### config.mk
export PLATFORM = sky130hd
export DESIGN_NAME = dmem_byte_engine
export DESIGN_NICKNAME = d
export VERILOG_FILES = /design/src/rtl/dmem_byte_engine.sv
export SDC_FILE = /design/constraint.sdc
export NUM_CORES = 2
export LEC_CHECK = 0
export BUFFER_PORTS_ARGS = -buffer_cell sky130_fd_sc_hd__buf_4
export CORE_UTILIZATION = 57
export CTS_CLUSTER_SIZE = 8
export DETAILED_ROUTE_END_ITERATION = 10
export GPL_TIMING_DRIVEN = 1
export PLACE_DENSITY_LB_ADDON = 0.2
export SLEW_MARGIN = 40
export SYNTH_ARGS = -nofsm -noshare
export SYNTH_HDL_FRONTEND = slang
export SYNTH_SLANG_ARGS = --single-unit
### constraint.sdc
create_clock -name clk -period 10.5 [get_ports clk]
set_input_delay 3.15 -clock clk [delete_from_list [all_inputs] [get_ports clk]]
set_output_delay 3.15 -clock clk [all_outputs]
set_load 0.05 [all_outputs]
### src/rtl/dmem_byte_engine.sv
// -----------------------------------------------------------------------------
// dmem_byte_engine
//
// Byte-addressable data memory for the MEM stage. Storage has a single
// byte-wide port, so an N-byte access is serialised over N cycles by a small
// FSM (IDLE -> XFER -> RESP). Reads are zero- or sign-extended to DATA_W.
//
// Parameters
//   DATA_W  access width in bits (multiple of 8, 8..64)
//   ADDR_W  request address width
//   DEPTH   storage size in bytes (power of two, >= 2, <= 2**ADDR_W)
//
// Ports
//   clk          clock, rising edge
//   reset        asynchronous active-high reset
//   req_valid    request present
//   req_ready    engine idle and able to accept a request
//   req_write    1 = write, 0 = read
//   req_size     log2 of the byte count
//   req_signed   reads: 1 = sign-extend, 0 = zero-extend
//   req_addr     byte address of the lowest byte
//   req_wdata    write data, little-endian
//   resp_valid   one-cycle response pulse (reads and writes)
//   resp_rdata   read result; 0 for writes and errors
//   resp_err     request was rejected
//
// Optional feature
//   DMEM_ALIGN_CHECK_EN  when defined, an address that is not a multiple of
//                        the access size is rejected with an error response.
// -----------------------------------------------------------------------------
module dmem_byte_engine #(
    parameter int unsigned DATA_W = 16,
    parameter int unsigned ADDR_W = 16,
    parameter int unsigned DEPTH  = 256
) (
    input  logic              clk,
    input  logic              reset,
    input  logic              req_valid,
    output logic              req_ready,
    input  logic              req_write,
    input  logic [1:0]        req_size,
    input  logic              req_signed,
    input  logic [ADDR_W-1:0] req_addr,
    input  logic [DATA_W-1:0] req_wdata,
    output logic              resp_valid,
    output logic [DATA_W-1:0] resp_rdata,
    output logic              resp_err
);

    localparam int unsigned NumBytes = DATA_W / 8;
    localparam int unsigned AddrLsb  = $clog2(DEPTH);
    localparam int unsigned MemAw    = (AddrLsb > 0) ? AddrLsb : 1;

    typedef enum logic [1:0] {
        StIdle,
        StXfer,
        StResp
    } state_e;

    // -------------------------------------------------------------------------
    // Request decode and error detection (evaluated in IDLE, used at T0)
    // -------------------------------------------------------------------------
    logic [3:0] req_nbytes;
    logic       size_err;
    logic       range_err;
    logic       align_err;
    logic       req_err;

    always_comb begin
        req_nbytes = 4'd1 << req_size;
        size_err   = 32'(req_nbytes) > NumBytes;
    end

    // Any address bit above the storage index range makes the request invalid.
    if (AddrLsb < ADDR_W) begin : g_range_chk
        assign range_err = |req_addr[ADDR_W-1:AddrLsb];
    end else begin : g_no_range_chk
        assign range_err = 1'b0;
    end

`ifdef DMEM_ALIGN_CHECK_EN
    // Low address bits must be zero under the access-size mask.
    assign align_err = |(3'(req_addr) & 3'(req_nbytes - 4'd1));
`else
    assign align_err = 1'b0;
`endif

    assign req_err = size_err | range_err | align_err;

    // -------------------------------------------------------------------------
    // State
    // -------------------------------------------------------------------------
    state_e             state_q;
    logic               write_q;
    logic [3:0]         nbytes_q;
    logic               signed_q;
    logic [MemAw-1:0]   addr_q;
    logic [DATA_W-1:0]  wdata_q;
    logic [2:0]         cnt_q;
    logic [DATA_W-1:0]  acc_q;
    logic               resp_valid_q;
    logic [DATA_W-1:0]  resp_rdata_q;
    logic               resp_err_q;

    assign req_ready  = (state_q == StIdle);
    assign resp_valid = resp_valid_q;
    assign resp_rdata = resp_rdata_q;
    assign resp_err   = resp_err_q;

    // -------------------------------------------------------------------------
    // Byte storage: one port, shared by reads and writes. Not reset.
    // -------------------------------------------------------------------------
    logic [7:0]       mem [DEPTH];
    logic [MemAw-1:0] mem_addr;
    logic [7:0]       mem_rbyte;
    logic [7:0]       wr_byte;
    logic             mem_we;
    logic             last_byte;

    // Address arithmetic is modulo DEPTH, so wrapping accesses fall out here.
    assign mem_addr  = addr_q + MemAw'(cnt_q);
    assign mem_rbyte = mem[mem_addr];
    assign wr_byte   = 8'(wdata_q >> {cnt_q, 3'b000});
    assign mem_we    = (state_q == StXfer) && write_q;
    assign last_byte = (cnt_q == 3'(nbytes_q - 4'd1));

    always_ff @(posedge clk) begin
        if (mem_we) begin
            mem[mem_addr] <= wr_byte;
        end
    end

    // -------------------------------------------------------------------------
    // Read assembly and extension. rdata_asm merges the byte being read this
    // cycle into the accumulator so the final value is ready on the last edge.
    // -------------------------------------------------------------------------
    logic [DATA_W-1:0] rdata_asm;
    logic [DATA_W-1:0] rdata_ext;
    logic              sign_bit;

    always_comb begin
        rdata_asm = acc_q;
        for (int b = 0; b < int'(NumBytes); b++) begin
            if (b == int'(cnt_q)) begin
                rdata_asm[8*b +: 8] = mem_rbyte;
            end
        end

        sign_bit = 1'b0;
        for (int b = 0; b < int'(NumBytes); b++) begin
            if (b == int'(nbytes_q) - 1) begin
                sign_bit = rdata_asm[8*b+7];
            end
        end

        rdata_ext = rdata_asm;
        for (int b = 0; b < int'(NumBytes); b++) begin
            if (b >= int'(nbytes_q)) begin
                rdata_ext[8*b +: 8] = {8{sign_bit & signed_q}};
            end
        end
    end

    // -------------------------------------------------------------------------
    // Control FSM with registered response outputs
    // -------------------------------------------------------------------------
    always_ff @(posedge clk or posedge reset) begin
        if (reset) begin
            state_q      <= StIdle;
            write_q      <= 1'b0;
            nbytes_q     <= 4'd0;
            signed_q     <= 1'b0;
            addr_q       <= '0;
            wdata_q      <= '0;
            cnt_q        <= 3'd0;
            acc_q        <= '0;
            resp_valid_q <= 1'b0;
            resp_rdata_q <= '0;
            resp_err_q   <= 1'b0;
        end else begin
            case (state_q)
                StIdle: begin
                    if (req_valid) begin
                        write_q  <= req_write;
                        nbytes_q <= req_nbytes;
                        signed_q <= req_signed;
                        addr_q   <= MemAw'(req_addr);
                        wdata_q  <= req_wdata;
                        cnt_q    <= 3'd0;
                        acc_q    <= '0;
                        if (req_err) begin
                            state_q      <= StResp;
                            resp_valid_q <= 1'b1;
                            resp_err_q   <= 1'b1;
                            resp_rdata_q <= '0;
                        end else begin
                            state_q <= StXfer;
                        end
                    end
                end

                StXfer: begin
                    if (!write_q) begin
                        acc_q <= rdata_asm;
                    end
                    if (last_byte) begin
                        state_q      <= StResp;
                        resp_valid_q <= 1'b1;
                        resp_err_q   <= 1'b0;
                        resp_rdata_q <= write_q ? '0 : rdata_ext;
                    end else begin
                        cnt_q <= cnt_q + 3'd1;
                    end
                end

                StResp: begin
                    resp_valid_q <= 1'b0;
                    state_q      <= StIdle;
                end

                default: begin
                    state_q      <= StIdle;
                    resp_valid_q <= 1'b0;
                end
            endcase
        end
    end

endmodule
### Yosys cells after proc, flatten, opt, wreduce, memory -nomap -nowiden

Memory sizes are Yosys's and may differ from the RTL's.
Cells that the tools add are included.

| storage, ports and cells | value |
|---|---|
| flip-flop bits (word level) | 69 |
| latch bits | 0 |
| RAM bits | 2048 |
| memory bits (read-only) | 0 |
| bits of input ports | 39 |
| output and inout port bits | 19 |
| logic and storage cells | 73 |
| memories | 1 |

| cells by class | value |
|---|---|
| $add $sub $neg | 4 |
| $mul | 0 |
| divide/modulo/power cells | 0 |
| order comparisons | 3 |
| equal/unequal tests | 9 |
| shifts and indexed selects | 2 |
| mux-type cells | 29 |
| bitwise gates (word level) | 2 |
| reduce and logical (&&, ||, !) cells | 12 |

Memory list:

| memory | depth | width | rd ports | clocked after Yosys merged registers in | write ports | RTL line | source |
|---|---|---|---|---|---|---|---|
| mem | 256 | 8 | 1 | 0 | 1 | 113 | `logic [7:0] mem [DEPTH];` |

Operators by type and width:

| kind | number |
|---|---|
| two-way mux 16 bit | 6 |
| one-hot mux 16 bit (2 select lines) | 2 |
| logical NOT 32 bit | 1 |
| two-way mux 8 bit | 4 |
| right shift 16 x 6 -> 8 bit | 1 |
| AND reduction 3 bit | 3 |
| adder 8 x 3 -> 8 bit | 1 |
| greater-or-equal comparator 1 x 4 -> 1 bit, first input constant | 2 |
| two-way mux 1 bit | 8 |
| inequality test 2 bit, second input constant | 4 |
| OR reduction 8 bit | 1 |
| two-way mux 2 bit | 3 |
| two-way mux 3 bit | 2 |
| one-hot mux 3 bit (2 select lines) | 1 |
| == test 2 x 5 -> 1 bit, first input constant | 1 |
| subtractor 4 x 1 -> 5 bit, second input constant | 1 |
| > comparator 4 x 2 -> 1 bit, second input constant | 1 |
| one-hot mux 1 bit (2 select lines) | 2 |
| one-hot mux 2 bit (2 select lines) | 1 |
| AND reduction 2 bit | 2 |
| AND reduction 4 bit | 1 |
| left shift 1 x 2 -> 4 bit, first input constant | 1 |
| adder 3 x 1 -> 3 bit, second input constant | 1 |
| == test 2 x 3 -> 1 bit, first input constant | 1 |
| other kinds (10) | 10 |

### Logic depth before layout (Yosys ltp)

An unclocked memory read counts as a cell.

| depth | value |
|---|---|
| depth in word-level cells | 10 |
| gate-level depth with buffers | 15 |
| gate-level depth less buffers | 11 |

### Worst setup path after synthesis

OpenSTA, ideal clock, no wires.

| timing | value |
|---|---|
| path kind | reg2reg |
| start | register cnt_q[2] |
| end | memory mem[0][0], data pin |
| library setup time | 1.391 ns |
| arrival | 6.907 ns |
| required time | 9.109 ns |
| path slack | 2.203 ns |
| cell stages (with the launch flop) | 5 |
| buffers on the path | 2 |
| clock period less this slack | 8.297 ns |
| cells stage by stage | dfrtp_1 > clkbuf_1 > or2_2 > clkbuf_1 > nor2_1 |

| between the ends | value |
|---|---|
| cells in the longest elaborated chain, start to end | 1 |

Ends and longest elaborated chain:

| item | RTL line | source |
|---|---|---|
| from (decl) | 99 | `logic [2:0] cnt_q;` |
| from (signal assigned) | 212 | `cnt_q <= cnt_q + 3'd1;` |
| right shift 16 x 6 -> 8 bit | 123 | `assign wr_byte = 8'(wdata_q >> {cnt_q, 3'b000});` |
| named net wr_byte[0] | 116 | `logic [7:0] wr_byte;` |
| to (decl) | 113 |  |

The timed path passes the listed nets, and every way through them passes these cells.

### Worst setup path in the final report

| timing | value |
|---|---|
| start | register cnt_q[0] |
| end | register resp_rdata_q[8], in the netlist resp_rdata[8] |

| between the ends | value |
|---|---|
| cells in the longest elaborated chain, start to end | 10 |

Ends and longest elaborated chain:

| item | RTL line | source |
|---|---|---|
| adder 8 x 3 -> 8 bit | 121 | `assign mem_addr = addr_q + MemAw'(cnt_q);` |
| memory (256 x 8 bit) | -- |  |
| two-way mux 8 bit | 144 | `if (b == int'(cnt_q)) begin` |
| two-way mux 1 bit (2 in a row) | 151 | `if (b == int'(nbytes_q) - 1) begin` |
| AND 1 bit | 159 | `rdata_ext[8*b +: 8] = {8{sign_bit & signed_q}};` |
| two-way mux 8 bit | 158 | `if (b >= int'(nbytes_q)) begin` |
| two-way mux 16 bit | 210 | `resp_rdata_q <= write_q ? '0 : rdata_ext;` |
| two-way mux 16 bit | 206 | `if (last_byte) begin` |
| one-hot mux 16 bit (2 select lines) | 181 | `case (state_q)` |
| to (signal assigned) | 210 |  |
| to (decl) | 102 | `logic [DATA_W-1:0] resp_rdata_q;` |

Several ways; a longest one is shown, not always the timed one. The select of a mux whose other input is x is not followed.
A chain may end at the register's enable or synchronous reset.

==> qor.txt <==
Endpoints failing hold - 0
Utilization after layout - 65.6%
Final Instance Area - 94500 um2
Hold WS - 0.476 ns
Non-Filler Instances - 6114
Max frequency - 160 MHz
Vias in the first global route - 41198
Distinct cell type count after synthesis - 56
Final Setup Violations - 0
Clock latency on the worst-skew pair - 0.89 ns
Total CTS buffers - 314
Post-DP HPWL - 113000 um
Synth Register Bits - 2117
Post-Syn Instances - 3929
Primary FF master, synth - edfxtp_1
Fraction of registers with async set/reset - 3.26%
Core ar. - 144000 um2
Post-CTS Setup Bufs - 0
Final setup TNS - 0 ns
Placed Instances - 5746
Largest fanout on the critical path - 46
Max H-tree Level - 5
P per Cell Area - 215 nW/um2
Fin crit share - 59.4%
Normalized max-slew margin - 29.7%
Metal1 wirelength - 78400 um
Syn_area_per_cell - 21.1 um2
I/O Buffers - 57
Min Tclk post-route - 6.24 ns
CTS Sinks - 2117
Ports - 58
Post-Syn Area - 82900 um2
Root Driver - clkbuf_16
CP endpoint kind - flip-flop
Crit path DAT - 6.97 ns
Max-Cap Viols - 0
Diodes inserted - 0
Worst Tran Pin Value - 1.05 ns
Most frequent cells in the layout - edfxtp_1, mux4_2, clkbuf_16, mux2_2, nor2_1
Highest routed layer - met5
Outcome - finished, final reports clean
Die ar. - 147000 um2
CP Class - reg2reg
Tot GR Track Use - 27.3%
Synth Net Count - 3979
Clk_skew - 0.0523 ns
Max Buffers Root-to-Sink - 4
Commonest non-fill, non-tap cell in the layout - edfxtp_1
Yosys warning count - 0
GRT overflow - 0
Initial Util - 57.6%
Initial drt markers - 4970
Row count - 139
Die height - 383 um
Routability cong. - 0.812
Drt pass-1 iters - 6
CP required - 11.23 ns
CTS tree - done
Worst-path clk slew - 0.05 ns
Fin. max-slew vios - 0
Hold_buf cts - 0
DR vias - 40768
Resize count post-CTS - 0
Largest net degree at the start of global routing - 130
RSZ-0062 raised after global routing - no
Post-route DRC - 0
Placed Area - 86000 um2
Static leakage - 29.7 nW
Global-route wire length before repair - 287000 um
Final Net Count - 4211
Vias/cell - 6.67
DIE WIDTH - 383 um
Final WL - 198000 um
VDD IR max - 172 uV
Antenna violations before repair - 8
CP Launch Type - flip-flop
Drt wl/cell - 32.4 um
DR WL met3 - 17800 um
Routed length on met2 - 95400 um
Share of layout cells above drive strength 1 - 32.2%
Min-Delay Path Class - reg2reg
Post-synth EDFFs - 2048
Post-synthesis sequential area ratio - 76.2%
P&R area growth vs syn - 13.9%
Antenna viol nets, final - 0
-- per-stage QoR --
| step | total power, mW | setup WS (ns) |
|---|---|---|
| 6_report | 20.3 | 4.26 |
| 5_1_grt | 20.8 | 4.16 |
| 4_1_cts | 20.4 | 4.32 |
| 3_5_place_dp | 11.7 | 4.34 |
| 3_3_place_gp | 11.7 | 4.13 |
| 2_1_floorplan | 11.1 | 2.20 |
-- flip-flops by register name, indices dropped and copies added, names as in the netlist --
register,cells
addr_q,8
acc_q,16
state_q,2
cnt_q,3
nbytes_q,4
resp_rdata,16
resp_err,1
write_q,1
wdata_q,16
signed_q,1
resp_valid,1
mem,2048
-- cell type report --
class                      count  area, um2
tap                         1903       2380
fill                        9168      49500
timing repair buffer         147       1520
inverter                       9       33.8
multi-input combinational   1572      19000
clock inverter                 4       31.3
clock buffer                 362       8270
sequential                  2117      63200
-- report_power, final --
group	switching, mW	total, mW	internal [mW]	leakage, nW
logic	1.26	2.06	0.801	6.17
registers	0.0158	9.54	9.52	19.5
clock network	3.28	8.71	5.43	4.07
total	4.56	20.3	15.8	29.7
-- synthesized netlist by cell type (10+ instances only) --
library cell	instances	area share (%)
a22o_1	20	0.21
buf_2	46	0.28
buf_4	43	0.39
buf_6	14	0.19
clkbuf_1	119	0.54
dfrtp_1	69	2.1
edfxtp_1	2048	74
ha_1	10	0.15
mux2_1	20	0.27
mux2_2	214	2.9
mux2i_1	10	0.12
mux4_2	512	14
nand2_1	148	0.67
nand3_1	36	0.22
nand4_1	32	0.24
nor2_1	287	1.3
o21ai_0	33	0.20
o21ai_1	15	0.091
o22ai_1	112	0.84
o41ai_1	24	0.25
-- worst max-delay path, stage by stage (launching register included) --
cell	delay, ns
dfrtp_1	0.65
ha_4	0.31
fa_4	1.26
buf_4	0.70
buf_4	0.70
mux4_2	0.42
mux2_2	0.29
o22ai_1	0.37
o41ai_2	0.21
and4_1	0.33
a31oi_1	0.62
o211ai_1	0.17
-- per-layer routing --
metal	vias up	GRT usage, %
li1	16683	-
met4	2	10.1
met3	375	5.37
met1	21583	39.3
met5	-	0
met2	2125	42.3
-- cells by family after synthesis --
group	share of synthesized area, %
buffers and inverters	1.49
AND/OR/NAND/NOR	2.72
multiplexers	17.2
adder cells (fa/ha/maj)	0.175
XOR/XNOR	0.124
flip-flops	76.2
AO/OA/AOI/OAI	2.07
-- worst paths after layout --
path,start,end,slack [ns],depth (start not counted)
setup / recovery,cnt_q[0],resp_rdata[8],4.26,11
hold / removal,wdata_q[2],wdata_q[2],0.48,2
hold reg to reg,wdata_q[2],wdata_q[2],0.48,2
setup reg to reg,cnt_q[0],resp_rdata[8],4.26,11
min in group asynchronous,reset,wdata_q[8],2.45,3
max in group asynchronous,reset,resp_rdata[13],7.57,3
No activity file was read; power rests on OpenSTA's default activity.
